## src/rtl/uart_pkg.sv

```systemverilog
// uart_pkg: shared definitions for the nanoV UART blocks (uart_tx / uart_rx).
//   - default core clock and line rate
//   - clocks-per-bit / half-bit derivation
//   - receiver FSM state encoding
package uart_pkg;

  localparam int DEF_CLK_HZ   = 24_000_000;
  localparam int DEF_BIT_RATE = 115_200;

  // Integer division: the residual error is absorbed by mid-bit sampling.
  function automatic int cycles_per_bit(input int clk_hz, input int bit_rate);
    return clk_hz / bit_rate;
  endfunction

  function automatic int half_bit(input int clk_hz, input int bit_rate);
    return cycles_per_bit(clk_hz, bit_rate) / 2;
  endfunction

  typedef enum logic [2:0] {
    RX_IDLE      = 3'd0,
    RX_START     = 3'd1,
    RX_DATA      = 3'd2,
    RX_STOP      = 3'd3,
    RX_WAIT_HIGH = 3'd4
  } rx_state_e;

endpackage

```

## src/rtl/uart_rx_fifo.sv

```systemverilog
// uart_rx_fifo: small synchronous FIFO holding received bytes.
// Ports:
//   clk, resetn        : clock, asynchronous active-low reset (storage cleared too)
//   push_i, data_i     : write request and data
//   pop_i              : read request, ignored when empty
//   data_o             : entry at the head (reads 0 after reset)
//   empty_o, full_o    : occupancy status
// A pop and a push in the same cycle on a full FIFO both succeed: the pop
// frees the slot the push lands in.
module uart_rx_fifo #(
  parameter int DEPTH = 4,
  parameter int WIDTH = 8
) (
  input  logic             clk,
  input  logic             resetn,
  input  logic             push_i,
  input  logic [WIDTH-1:0] data_i,
  input  logic             pop_i,
  output logic [WIDTH-1:0] data_o,
  output logic             empty_o,
  output logic             full_o
);

  localparam int PW = (DEPTH > 1) ? $clog2(DEPTH) : 1;
  localparam int CW = $clog2(DEPTH + 1);

  logic [WIDTH-1:0] mem_q [DEPTH];
  logic [PW-1:0]    rd_q, wr_q;
  logic [CW-1:0]    cnt_q;
  logic             pop_ok, push_ok;

  assign empty_o = (cnt_q == '0);
  assign full_o  = (cnt_q == CW'(DEPTH));
  assign pop_ok  = pop_i && !empty_o;
  assign push_ok = push_i && (!full_o || pop_ok);
  assign data_o  = mem_q[rd_q];

  // Depth is a power of two, so the pointers wrap naturally.
  always_ff @(posedge clk or negedge resetn) begin
    if (!resetn) begin
      rd_q  <= '0;
      wr_q  <= '0;
      cnt_q <= '0;
      for (int i = 0; i < DEPTH; i++) mem_q[i] <= '0;
    end else begin
      if (push_ok) begin
        mem_q[wr_q] <= data_i;
        wr_q        <= wr_q + PW'(1);
      end
      if (pop_ok) rd_q <= rd_q + PW'(1);
      cnt_q <= cnt_q + CW'(push_ok) - CW'(pop_ok);
    end
  end

endmodule

```

## src/rtl/uart_rx.sv

```systemverilog
// uart_rx: 8N1 asynchronous serial receiver, LSB first, with receive FIFO.
// Ports:
//   clk, resetn   : clock, asynchronous active-low reset
//   uart_rxd      : serial line (idle high, asynchronous)
//   rx_data       : byte at FIFO head, valid while rx_valid
//   rx_valid      : FIFO not empty
//   rx_read       : pop FIFO head (ignored when empty)
//   rx_overrun    : sticky, a completed byte was dropped on a full FIFO
//   rx_frame_err  : sticky, a stop bit was sampled low
//   err_clear     : clears both sticky flags (a same-cycle set wins)
//   rx_busy       : FSM not idle
module uart_rx
  import uart_pkg::*;
#(
  parameter int CLK_HZ     = DEF_CLK_HZ,
  parameter int BIT_RATE   = DEF_BIT_RATE,
  parameter int FIFO_DEPTH = 4
) (
  input  logic       clk,
  input  logic       resetn,
  input  logic       uart_rxd,
  output logic [7:0] rx_data,
  output logic       rx_valid,
  input  logic       rx_read,
  output logic       rx_overrun,
  output logic       rx_frame_err,
  input  logic       err_clear,
  output logic       rx_busy
);

  localparam int CPB  = cycles_per_bit(CLK_HZ, BIT_RATE);
  localparam int HALF = half_bit(CLK_HZ, BIT_RATE);
  localparam int CW   = $clog2(CPB);

  logic       sync1_q, rxs_q, rxs_d_q;
  logic [2:0] real_q;
  rx_state_e  state_q, state_d;
  logic [CW-1:0] cnt_q, cnt_d;
  logic [2:0] bidx_q, bidx_d;
  logic [7:0] sh_q, sh_d;
  logic       ovr_q, fe_q;
  logic       push, frame_set, ovr_set;
  logic       fifo_empty, fifo_full;

  // Synchroniser and edge-detect delay. real_q marks when rxs_d carries a
  // genuine line sample rather than a reset value, so a line that is still
  // low after reset release does not look like a falling edge.
  always_ff @(posedge clk or negedge resetn) begin
    if (!resetn) begin
      sync1_q <= 1'b1;
      rxs_q   <= 1'b1;
      rxs_d_q <= 1'b1;
      real_q  <= '0;
    end else begin
      sync1_q <= uart_rxd;
      rxs_q   <= sync1_q;
      rxs_d_q <= rxs_q;
      real_q  <= {real_q[1:0], 1'b1};
    end
  end

  always_ff @(posedge clk or negedge resetn) begin
    if (!resetn) state_q <= RX_IDLE;
    else         state_q <= state_d;
  end

  always_ff @(posedge clk or negedge resetn) begin
    if (!resetn) begin
      cnt_q  <= '0;
      bidx_q <= '0;
      sh_q   <= '0;
    end else begin
      cnt_q  <= cnt_d;
      bidx_q <= bidx_d;
      sh_q   <= sh_d;
    end
  end

  always_comb begin
    state_d = state_q;
    cnt_d   = cnt_q;
    bidx_d  = bidx_q;
    sh_d    = sh_q;
    case (state_q)
      RX_IDLE: begin
        if (real_q[2] && rxs_d_q && !rxs_q) begin
          state_d = RX_START;
          cnt_d   = '0;
        end
      end
      RX_START: begin
        if (cnt_q == CW'(HALF - 1)) begin
          if (rxs_q) begin
            state_d = RX_IDLE;  // false start
          end else begin
            state_d = RX_DATA;
            cnt_d   = '0;
            bidx_d  = '0;
          end
        end else begin
          cnt_d = cnt_q + 1'b1;
        end
      end
      RX_DATA: begin
        if (cnt_q == CW'(CPB - 1)) begin
          sh_d   = {rxs_q, sh_q[7:1]};  // LSB arrives first, ends in bit 0
          cnt_d  = '0;
          bidx_d = bidx_q + 3'd1;
          if (bidx_q == 3'd7) state_d = RX_STOP;
        end else begin
          cnt_d = cnt_q + 1'b1;
        end
      end
      RX_STOP: begin
        if (cnt_q == CW'(CPB - 1)) begin
          // Returning to IDLE at mid-stop leaves half a bit of slack.
          state_d = rxs_q ? RX_IDLE : RX_WAIT_HIGH;
          cnt_d   = '0;
        end else begin
          cnt_d = cnt_q + 1'b1;
        end
      end
      RX_WAIT_HIGH: begin
        // A held-low break must not re-trigger as a stream of starts.
        if (rxs_q) state_d = RX_IDLE;
      end
      default: state_d = RX_IDLE;
    endcase
  end

  always_comb begin
    push      = 1'b0;
    frame_set = 1'b0;
    rx_busy   = (state_q != RX_IDLE);
    if (state_q == RX_STOP && cnt_q == CW'(CPB - 1)) begin
      push      = rxs_q;
      frame_set = !rxs_q;
    end
  end

  // A pop on the push cycle frees a slot, so only a true full drops.
  assign ovr_set = push && fifo_full && !(rx_read && !fifo_empty);

  always_ff @(posedge clk or negedge resetn) begin
    if (!resetn) begin
      ovr_q <= 1'b0;
      fe_q  <= 1'b0;
    end else begin
      ovr_q <= ovr_set   | (ovr_q & ~err_clear);
      fe_q  <= frame_set | (fe_q  & ~err_clear);
    end
  end

  uart_rx_fifo #(
    .DEPTH (FIFO_DEPTH),
    .WIDTH (8)
  ) u_fifo (
    .clk     (clk),
    .resetn  (resetn),
    .push_i  (push),
    .data_i  (sh_q),
    .pop_i   (rx_read),
    .data_o  (rx_data),
    .empty_o (fifo_empty),
    .full_o  (fifo_full)
  );

  assign rx_valid     = !fifo_empty;
  assign rx_overrun   = ovr_q;
  assign rx_frame_err = fe_q;

endmodule

```

## config.mk

```make
export PLATFORM = sky130hd
export DESIGN_NAME = uart_rx
export DESIGN_NICKNAME = d
export VERILOG_FILES = /design/src/rtl/uart_pkg.sv /design/src/rtl/uart_rx_fifo.sv /design/src/rtl/uart_rx.sv
export SDC_FILE = /design/constraint.sdc
export NUM_CORES = 1
export LEC_CHECK = 0
export CAP_MARGIN = 20
export CORE_MARGIN = 2
export CORE_UTILIZATION = 55
export CTS_CLUSTER_SIZE = 10
export DETAILED_ROUTE_END_ITERATION = 10
export PLACE_DENSITY = 0.74
export SLEW_MARGIN = 20
export SYNTH_ARGS = -nofsm -noshare
export SYNTH_HDL_FRONTEND = slang
export SYNTH_SLANG_ARGS = --single-unit
```

## constraint.sdc

```tcl
create_clock -name clk -period 2.88 [get_ports clk]
set_input_delay 0.864 -clock clk [delete_from_list [all_inputs] [get_ports clk]]
set_output_delay 0.864 -clock clk [all_outputs]
set_load 0.01 [all_outputs]
```

==> metrics <==
outcome finished, final reports clean; CTS tree built; Die Area 0.00643 mm2; Util after Layout 66.1%; Ant. Diodes 0; setup_tns 0 ns; Power Dens Cells 690 mW/mm2; WHS Path Cells 0; total congestion overflow 0; post-CTS sizing 0; clk_lat worst skew 0.34 ns; mean routed wirelength per cell 16.3 um; Crit path max-delay family buffers and inverters; worst-path cell chain buf_4, mux4_2, clkdlybuf4s50_1; DRC viols 0; Worst setup SP type register; most common cell after layout, fill and taps aside dfrtp_1; leakage about 1.7 nW; via count roughly 1900; CP Max Fanout 10; ys flop type dfrtp_1; Initial DRC Count 107; Post-CTS Setup Inserts 0; # port buffers 16; Yosys reg bits 69; Avg Vias per Cell 5.65; critical path capture point type primary output; routed wire length 5610 um; slew of the pin with the lowest slew margin 0.660 ns; filler instances 420; EDFF count, synth 0; Worst-path clk slew 0.07 ns; Worst Hold Class register to register; GRT Overall Usage 20.6%; post-DP HPWL 3760 um; hold_buf cts 0; Slew HR 56.0%; critical path class register to primary output; Max Cap Violations 0; most frequent cells in the layout dfrtp_1, mux2_2, clkdlybuf4s50_1; CP bufs+invs 2; Die Y 80.2 um; RSZ-0062 raised after global routing false; FMAX about 0.36 GHz; Final Hold Fails 0; largest net degree at the start of global routing 26; Clock Tree Root clkbuf_8; area grow syn2layout 14.8%; H-tree levels 3; post-route ant nets 0; first-pass GRT wire length 9760 um; Syn Area/Cell 13.3 um2; asr flop ratio synth 100%; final net count 281; DR pass1 iterations 4; Pins Over Slew Limit 0; share of layout cells above drive strength 1 approximately a third; final setup vio count 0; reg2reg path depth 9; CTS Sinks 69; pre-CTS setup slack 0.0265 ns; period utilisation layout just under 100%; Seq/Total Area, Yosys 54.2%; Initial Util 57.6%; setup ws final 0.107 ns; routability cong. 0.775; Period minus WS final 2.77 ns; # rows 27; Max clock buf depth 2; CP Data Arrival Time 1.91 ns; WP depth 3; Post-Syn Area around 0.0032 mm2; Netlist cell types 49; TritonCTS Buffers 9; CP max-delay cell mux4_2; Core ar. roughly 0.0055 mm2; Worst Skew 0.00520 ns; # IOs 17; peak supply drop 0.385 mV; Yosys Warn Count 0; Worst Path Required 2.02 ns; Synth Net Count ~260; initial antenna violation count 0; Die X 80.2 um; Mapped Cells 240; number of global-route vias before repair between 2000 and 2500; Worst path max stage delay about 0.53 ns
cell families (layout without fill, tap and decap cells):
logic type,Yosys count,in the layout,share of synthesized area (%)
compound gates,29,29,6.23
simple gates,51,51,10.0
fa+ha+maj,10,10,4.16
mux,51,51,20.8
xor+xnor,6,6,1.65
buf+inv,23,54,2.82
flops,69,69,54.2
other cells,1,1,0.117
worst reg2reg max path, delay by kind of cell (launching register included):
| family | cells | cell delay [ns] |
|---|---|---|
| flops | 1 | 0.41 |
| xor+xnor | 2 | 0.33 |
| buf+inv | 1 | 0.05 |
| fa+ha+maj | 3 | 0.82 |
| simple gates | 3 | 0.83 |
cell usage after synthesis (5+ instances only):
master,count,area share [%]
clkbuf_1,5,0.59
dfrtp_1,66,52
ha_1,9,3.5
inv_1,14,1.6
mux2_2,42,15
mux4_2,8,5.6
nand2_1,12,1.4
nor2_1,5,0.59
nor3_1,5,0.78
o21ai_0,6,0.94
xnor2_1,5,1.4
where the power goes:
group / internal, mW / switching [mW]
clock network: 0.422 / 0.361
logic: 0.255 / 0.268
registers: 1.07 / 0.153
layer usage:
metal,global-route usage (%),part of all wire [%],wire [um]
met1,28.5,48,2700
met2,30.8,48,2680
met3,3.82,1.7,95
met4,11.2,2.4,132
met5,0,0,0
stage by stage:
stage                     instance area [um2]  total power, mW  hold WS (ns)  std cells
after global routing                     3660             2.68         0.366        343
final                                    3660             2.53         0.355        343
after detailed placement                 3470             1.77         0.340        327
after global placement                   3470             1.75         0.333        327
after floorplan                          3190             1.60         0.331        240
after CTS                                3660             2.56         0.357        343
sequential cells by signal, indices dropped and copies added, names as in the netlist:
name,flops
bidx_q,3
cnt_q,8
real_q,3
rx_frame_err,1
rx_overrun,1
rxs_d_q,1
rxs_q,1
sh_q,8
state_q,3
sync1_q,1
u_fifo.cnt_q,3
u_fifo.mem_q,32
u_fifo.rd_q,2
u_fifo.wr_q,2
path summary, 6_finish.rpt:
path	slack, ns	end	start
max reg2reg	0.36	u_fifo.cnt_q[2]	cnt_q[0]
max	0.11	rx_data[7]	u_fifo.rd_q[0]
max in group asynchronous	1.65	u_fifo.mem_q[2]	resetn
min in group asynchronous	0.51	real_q[0]	resetn
min reg2reg	0.35	real_q[1]	real_q[0]
min	0.35	real_q[1]	real_q[0]
area by class of cell:
class | instances | area [um2] | area share, %
Clock buffer | 10 | 138 | 3.76
Clock inverter | 6 | 61.3 | 1.67
Inverter | 14 | 52.6 | 1.43
Multi-Input combinational cell | 148 | 1380 | 37.6
Sequential cell | 69 | 1730 | 47.2
Tap cell | 72 | 90.1 | 2.46
Timing Repair Buffer | 24 | 215 | 5.87
Note: power is estimated with default switching activity, not from simulation.
==> patch 1, RTL diff (same settings) <==
Reset style: synchronous (`resetn`), changed in 5 clocked blocks. Comments in the files are not updated.
--- a/src/rtl/uart_rx_fifo.sv
+++ b/src/rtl/uart_rx_fifo.sv
@@ -36,7 +36,7 @@
   assign data_o  = mem_q[rd_q];
 
   // Depth is a power of two, so the pointers wrap naturally.
-  always_ff @(posedge clk or negedge resetn) begin
+  always_ff @(posedge clk) begin
     if (!resetn) begin
       rd_q  <= '0;
       wr_q  <= '0;
--- a/src/rtl/uart_rx.sv
+++ b/src/rtl/uart_rx.sv
@@ -45,7 +45,7 @@
   // Synchroniser and edge-detect delay. real_q marks when rxs_d carries a
   // genuine line sample rather than a reset value, so a line that is still
   // low after reset release does not look like a falling edge.
-  always_ff @(posedge clk or negedge resetn) begin
+  always_ff @(posedge clk) begin
     if (!resetn) begin
       sync1_q <= 1'b1;
       rxs_q   <= 1'b1;
@@ -59,12 +59,12 @@
     end
   end
 
-  always_ff @(posedge clk or negedge resetn) begin
+  always_ff @(posedge clk) begin
     if (!resetn) state_q <= RX_IDLE;
     else         state_q <= state_d;
   end
 
-  always_ff @(posedge clk or negedge resetn) begin
+  always_ff @(posedge clk) begin
     if (!resetn) begin
       cnt_q  <= '0;
       bidx_q <= '0;
@@ -141,7 +141,7 @@
   // A pop on the push cycle frees a slot, so only a true full drops.
   assign ovr_set = push && fifo_full && !(rx_read && !fifo_empty);
 
-  always_ff @(posedge clk or negedge resetn) begin
+  always_ff @(posedge clk) begin
     if (!resetn) begin
       ovr_q <= 1'b0;
       fe_q  <= 1'b0;
Formal check against the unedited RTL: differs if resetn is asserted again (counterexample within 10 cycles, from zero or initial values and one cycle with resetn low); with resetn held inactive, the same outputs for 10 cycles.
==> patch 1 against the unedited design <==
- cell area rose by 3.3%
- wire length rose by 2.0%
- power rose by 1.5%
- first-iteration DRC count rose by 55%
- non-clock buffer count rose by 5
- fmax rose by 1.4%
- synthesized area rose by 3.4%
- setup slack improved by 0.038 ns
- sequential cell count rose by 2
- final cell count rose by 17%
- sequential power fell by 3%
- via count rose by 12%
- highest routed layer unchanged
- register-to-register slack improved by 0.04 ns
==> patch 1: results (changes against the unedited design) <==
metric,value,unit,change
drt_first_pass_iters,4,,unchanged
grt_use_total,19.7,%,-0.85 points
io_buffers,16,,unchanged
grt_pass1_wl,9.69,mm,-0.71%
worstSetupPathType,flop to output pin,,
fin_skew,0.00910,ns,+0.00390 ns
drive_gt1_share,16.0,%,-16 points
grt_max_degree,20,,-23%
detail_route.vias_per_cell,5.45,,-3.6%
synthTopCellsByArea,"edfxtp_1 29%, dfxtp_1 24%, and2_1 7.2%, mux4_2 5.5%, nand2_1 3.8%",,
synth_common_cells,"39 x dfxtp_1, 38 x and2_1, 33 x nand2_1",,
nFillCells,449,,+6.9%
power.leakage,1.32,nW,-23%
drt_iter0_markers,166,,+55%
yosys_warnings,0,,unchanged
cp_max_fo,8,,-2
async_reset_ff_share,0,%,-100 points
relSlewSlack,61.7,%,+5.7 points
cts_setup_buffers,0,,unchanged
grt_pass1_vias,2080,,+3.0%
yosysUniqueCellTypes,54,,+10%
syn_nets,304,,+19%
r2r_start,cnt_q[0],,
dp_hpwl,4.22,mm,+12%
drt_wl_total,5.72,mm,+2.0%
hp-class,flop to flop,,
cts_resized,0,,unchanged
n_antenna_cell,0,,unchanged
synth_edf_count,32,,+32
cts_max_level,3,,unchanged
hp-start,sync1_q,,
placed_cell_area,0.00357,sq mm,+3.0%
peakVddDrop,396,uV,+2.8%
num-nets-final,331,,+18%
antenna_found_initial,0,,unchanged
status,"complete, no violations",,
critPathArrivalTime,1.87,ns,-0.04 ns
gp_congestion,0.819,,+5.6%
ys_seq_area_share,52.8,%,-1.4 points
clk_pin_slew,0.08,ns,
[patch 1: final cells by class]
class	instances	area, sq um	area share (%)
Clock buffer	11	163	4.30
Clock inverter	5	53.8	1.42
Inverter	10	37.5	0.992
Multi-Input combinational cell	199	1440	38.0
Sequential cell	71	1740	46.0
Tap cell	75	93.8	2.48
Timing Repair Buffer	29	258	6.81
[patch 1: through the flow]
stage          worst slack (ns)  TNS, ns  instances
2_1_floorplan             0.376        0        293
3_3_place_gp             0.0135        0        384
3_5_place_dp            -0.0365   -0.308        384
4_1_cts                   0.113        0        400
5_1_grt                  0.0635        0        400
6_report                  0.145        0        400
[patch 1: cells by family after synthesis]
kind of cell / Yosys count / synth area share [%]
simple gates: 130 / 24.0
flops: 71 / 52.8
compound gates: 48 / 9.67
buf+inv: 23 / 3.68
mux: 11 / 6.37
fa+ha+maj: 6 / 2.50
xor+xnor: 4 / 1.06
[patch 1: critical path, cell delays in order, from the launching register on]
cell and delay [ns]:
dfxtp_1 0.32, buf_4 0.20, mux4_2 0.52, clkdlybuf4s50_1 0.49
[patch 1: layer usage]
metal  GRT usage [%]  up-vias  part of all wire [%]
li1                -     1102                     -
met1            24.7     1044                    45
met2            32.4       27                    51
met3            3.30        7                   2.0
met4            11.2        0                   1.8
met5               0        -                     0
[patch 1: worst paths after layout]
kind / endpoint / slack, ns / cells past startpoint
max reg2reg: u_fifo.cnt_q[2] / 0.40 / 10
min reg2reg: rxs_q / 0.42 / 1
max: rx_data[7] / 0.15 / 3
min: rxs_q / 0.42 / 1
[patch 1: where the power goes]
part | switching, mW | internal (mW) | leakage, nW
clock network | 0.355 | 0.471 | 0.104
registers | 0.0606 | 1.12 | 0.635
logic | 0.237 | 0.322 | 0.583
==> patch 2, RTL diff (same settings) <==
Without the edit above. The package constant `DEF_BIT_RATE` goes from 115_200 to 57_600.
--- a/src/rtl/uart_pkg.sv
+++ b/src/rtl/uart_pkg.sv
@@ -5,7 +5,7 @@
 package uart_pkg;
 
   localparam int DEF_CLK_HZ   = 24_000_000;
-  localparam int DEF_BIT_RATE = 115_200;
+  localparam int DEF_BIT_RATE = 57_600;
 
   // Integer division: the residual error is absorbed by mid-bit sampling.
   function automatic int cycles_per_bit(input int clk_hz, input int bit_rate);
Behaviour: no difference found for any inputs over 10 cycles, from zero or initial values and one cycle with resetn low; that may be too few to reach the edited logic, so the function may still have changed.
==> patch 2 against the unedited design <==
- hold slack better by 0.0045 ns
- non-clock buffer count grew 1
- critical endpoint is now rx_data[5]
- power shrank 9.2%
- cell area grew 0.31%
- largest cell class unchanged
- sequential cell count increased by 1
- wire length rose by 0.39%
- count of clock-buffer cells in the layout increased by 2
- synthesized area is 0.63% higher
- setup slack improved by 0.019 ns
==> patch 2: results (changes against the unedited design) <==
metric,value,unit,change
status,"complete, no violations",,
dp_cells,330,,+0.92%
grt_max_degree,71,,+170%
nFillCells,440,,+4.8%
async_reset_ff_share,100,%,unchanged
io_buffers,16,,unchanged
cts_buffers,9,,unchanged
wl_met2,2.60,mm,-3.0%
peakVddDrop,378,uV,-1.7%
synthAdderAreaFrac,4.13,%,-0.026 points
num-nets-final,284,,+1.1%
drt-met1-wl,2.78,mm,+2.9%
drive_gt1_share,31.1,%,-0.97 points
synthTopCellsByArea,"dfrtp_1 52%, mux2_2 14%, mux4_2 5.6%, ha_1 3.5%, dfstp_2 2.5%",,
synth_compound_area_share,7.28,%,+1.1 points
fin_skew,0.0109,ns,+0.00570 ns
detail_route.vias_per_cell,5.70,,+0.91%
power.leakage,1.77,nW,+3.4%
cp_max_fo,10,,unchanged
dp_hpwl,3.69,mm,-1.8%
worstMarginPinSlew,0.723,ns,+0.0634 ns
ys_seq_area_share,54.7,%,+0.44 points
drt_iter0_markers,100,,-6.5%
synth_xor_xnor_area_share,1.64,%,-0.010 points
grt_pass1_vias,1969,,-2.5%
yosysUniqueCellTypes,48,,-2.0%
cts_setup_buffers,0,,unchanged
synth_common_cells,"67 x dfrtp_1, 39 x mux2_2, 15 x nand2_1",,
syn_nets,258,,+1.2%
grt_use_total,20.1,%,-0.41 points
drt_wl_total,5.63,mm,+0.39%
grt_pass1_wl,9.57,mm,-1.9%
p_int,1.64,mW,-5.8%
wl_met3,123,microns,+29%
crit_family,buffers and inverters,,
gp_congestion,0.782,,+0.90%
post-place-ws,0.0828,ns,+0.0563 ns
syn_area_per_cell,13.2,sq um,-0.62%
instances_no_fill,345,,+0.58%
synth_mux_area_share,20.0,%,-0.79 points
highest_layer,met4,,
insertion_delay,0.34,ns,about the same
cpMaxStageDelayCell,mux4_2,,
top_regs,"u_fifo.mem_q: 32 flops, cnt_q: 9 flops, sh_q: 8 flops",,
cts_max_level,3,,unchanged
[patch 2: cell types whose count changed after synthesis, moves of 4 or more]
cell	unedited run	this run
inv_1	14	10
nand2_2	0	4
nand3_2	4	0
nor3b_1	0	4
[patch 2: worst reg2reg max path: stages, from the launching register on]
cell and delay, ns:
dfrtp_1 0.45, and4bb_2 0.35, nand4_1 0.14, or2_2 0.36, nor3b_1 0.25, ha_1 0.18, inv_1 0.04, fa_1 0.37
xnor2_1 0.18, xnor2_1 0.14
[patch 2: power by group through the flow]
stage	logic (mW)	registers, mW	clock network [mW]
floorplan	0.314	1.15	0
global placement	0.397	1.20	0
detailed placement	0.410	1.20	0
CTS	0.412	1.18	0.723
global route	0.469	1.20	0.770
finish	0.409	1.19	0.700
[patch 2: final timing paths]
check	startpoint	to	slack [ns]	cells after the start
worst min-delay path	real_q[0]	real_q[1]	0.36	0
min in group asynchronous	resetn	rx_overrun	0.54	2
worst max-delay path	u_fifo.rd_q[0]	rx_data[5]	0.13	3
max in group asynchronous	resetn	rxs_d_q	2.01	2
worst max register to register	cnt_q[5]	u_fifo.cnt_q[2]	0.34	9
worst min register to register	real_q[0]	real_q[1]	0.36	0
[patch 2: layer usage]
metal | up-vias | GRT usage [%]
met5 | - | 0
met4 | 0 | 10.7
met3 | 11 | 4.04
met2 | 17 | 30.3
met1 | 1015 | 27.8
li1 | 925 | -
[patch 2: final cells by class]
type	count	area, sq um	share of cell area (%)
inverter	10	37.5	1.02
sequential	70	1760	47.8
multi-input combinational	153	1380	37.5
clock buffer	12	155	4.22
clock inverter	3	20.0	0.545
timing repair buffer	25	239	6.50
tap	72	90.1	2.45
[patch 2: metrics by stage]
stage,hold slack (ns),area (sq um)
CTS,0.352,3670
detailed placement,0.336,3500
global route,0.365,3680
floorplan,0.331,3210
global placement,0.331,3500
finish,0.359,3680
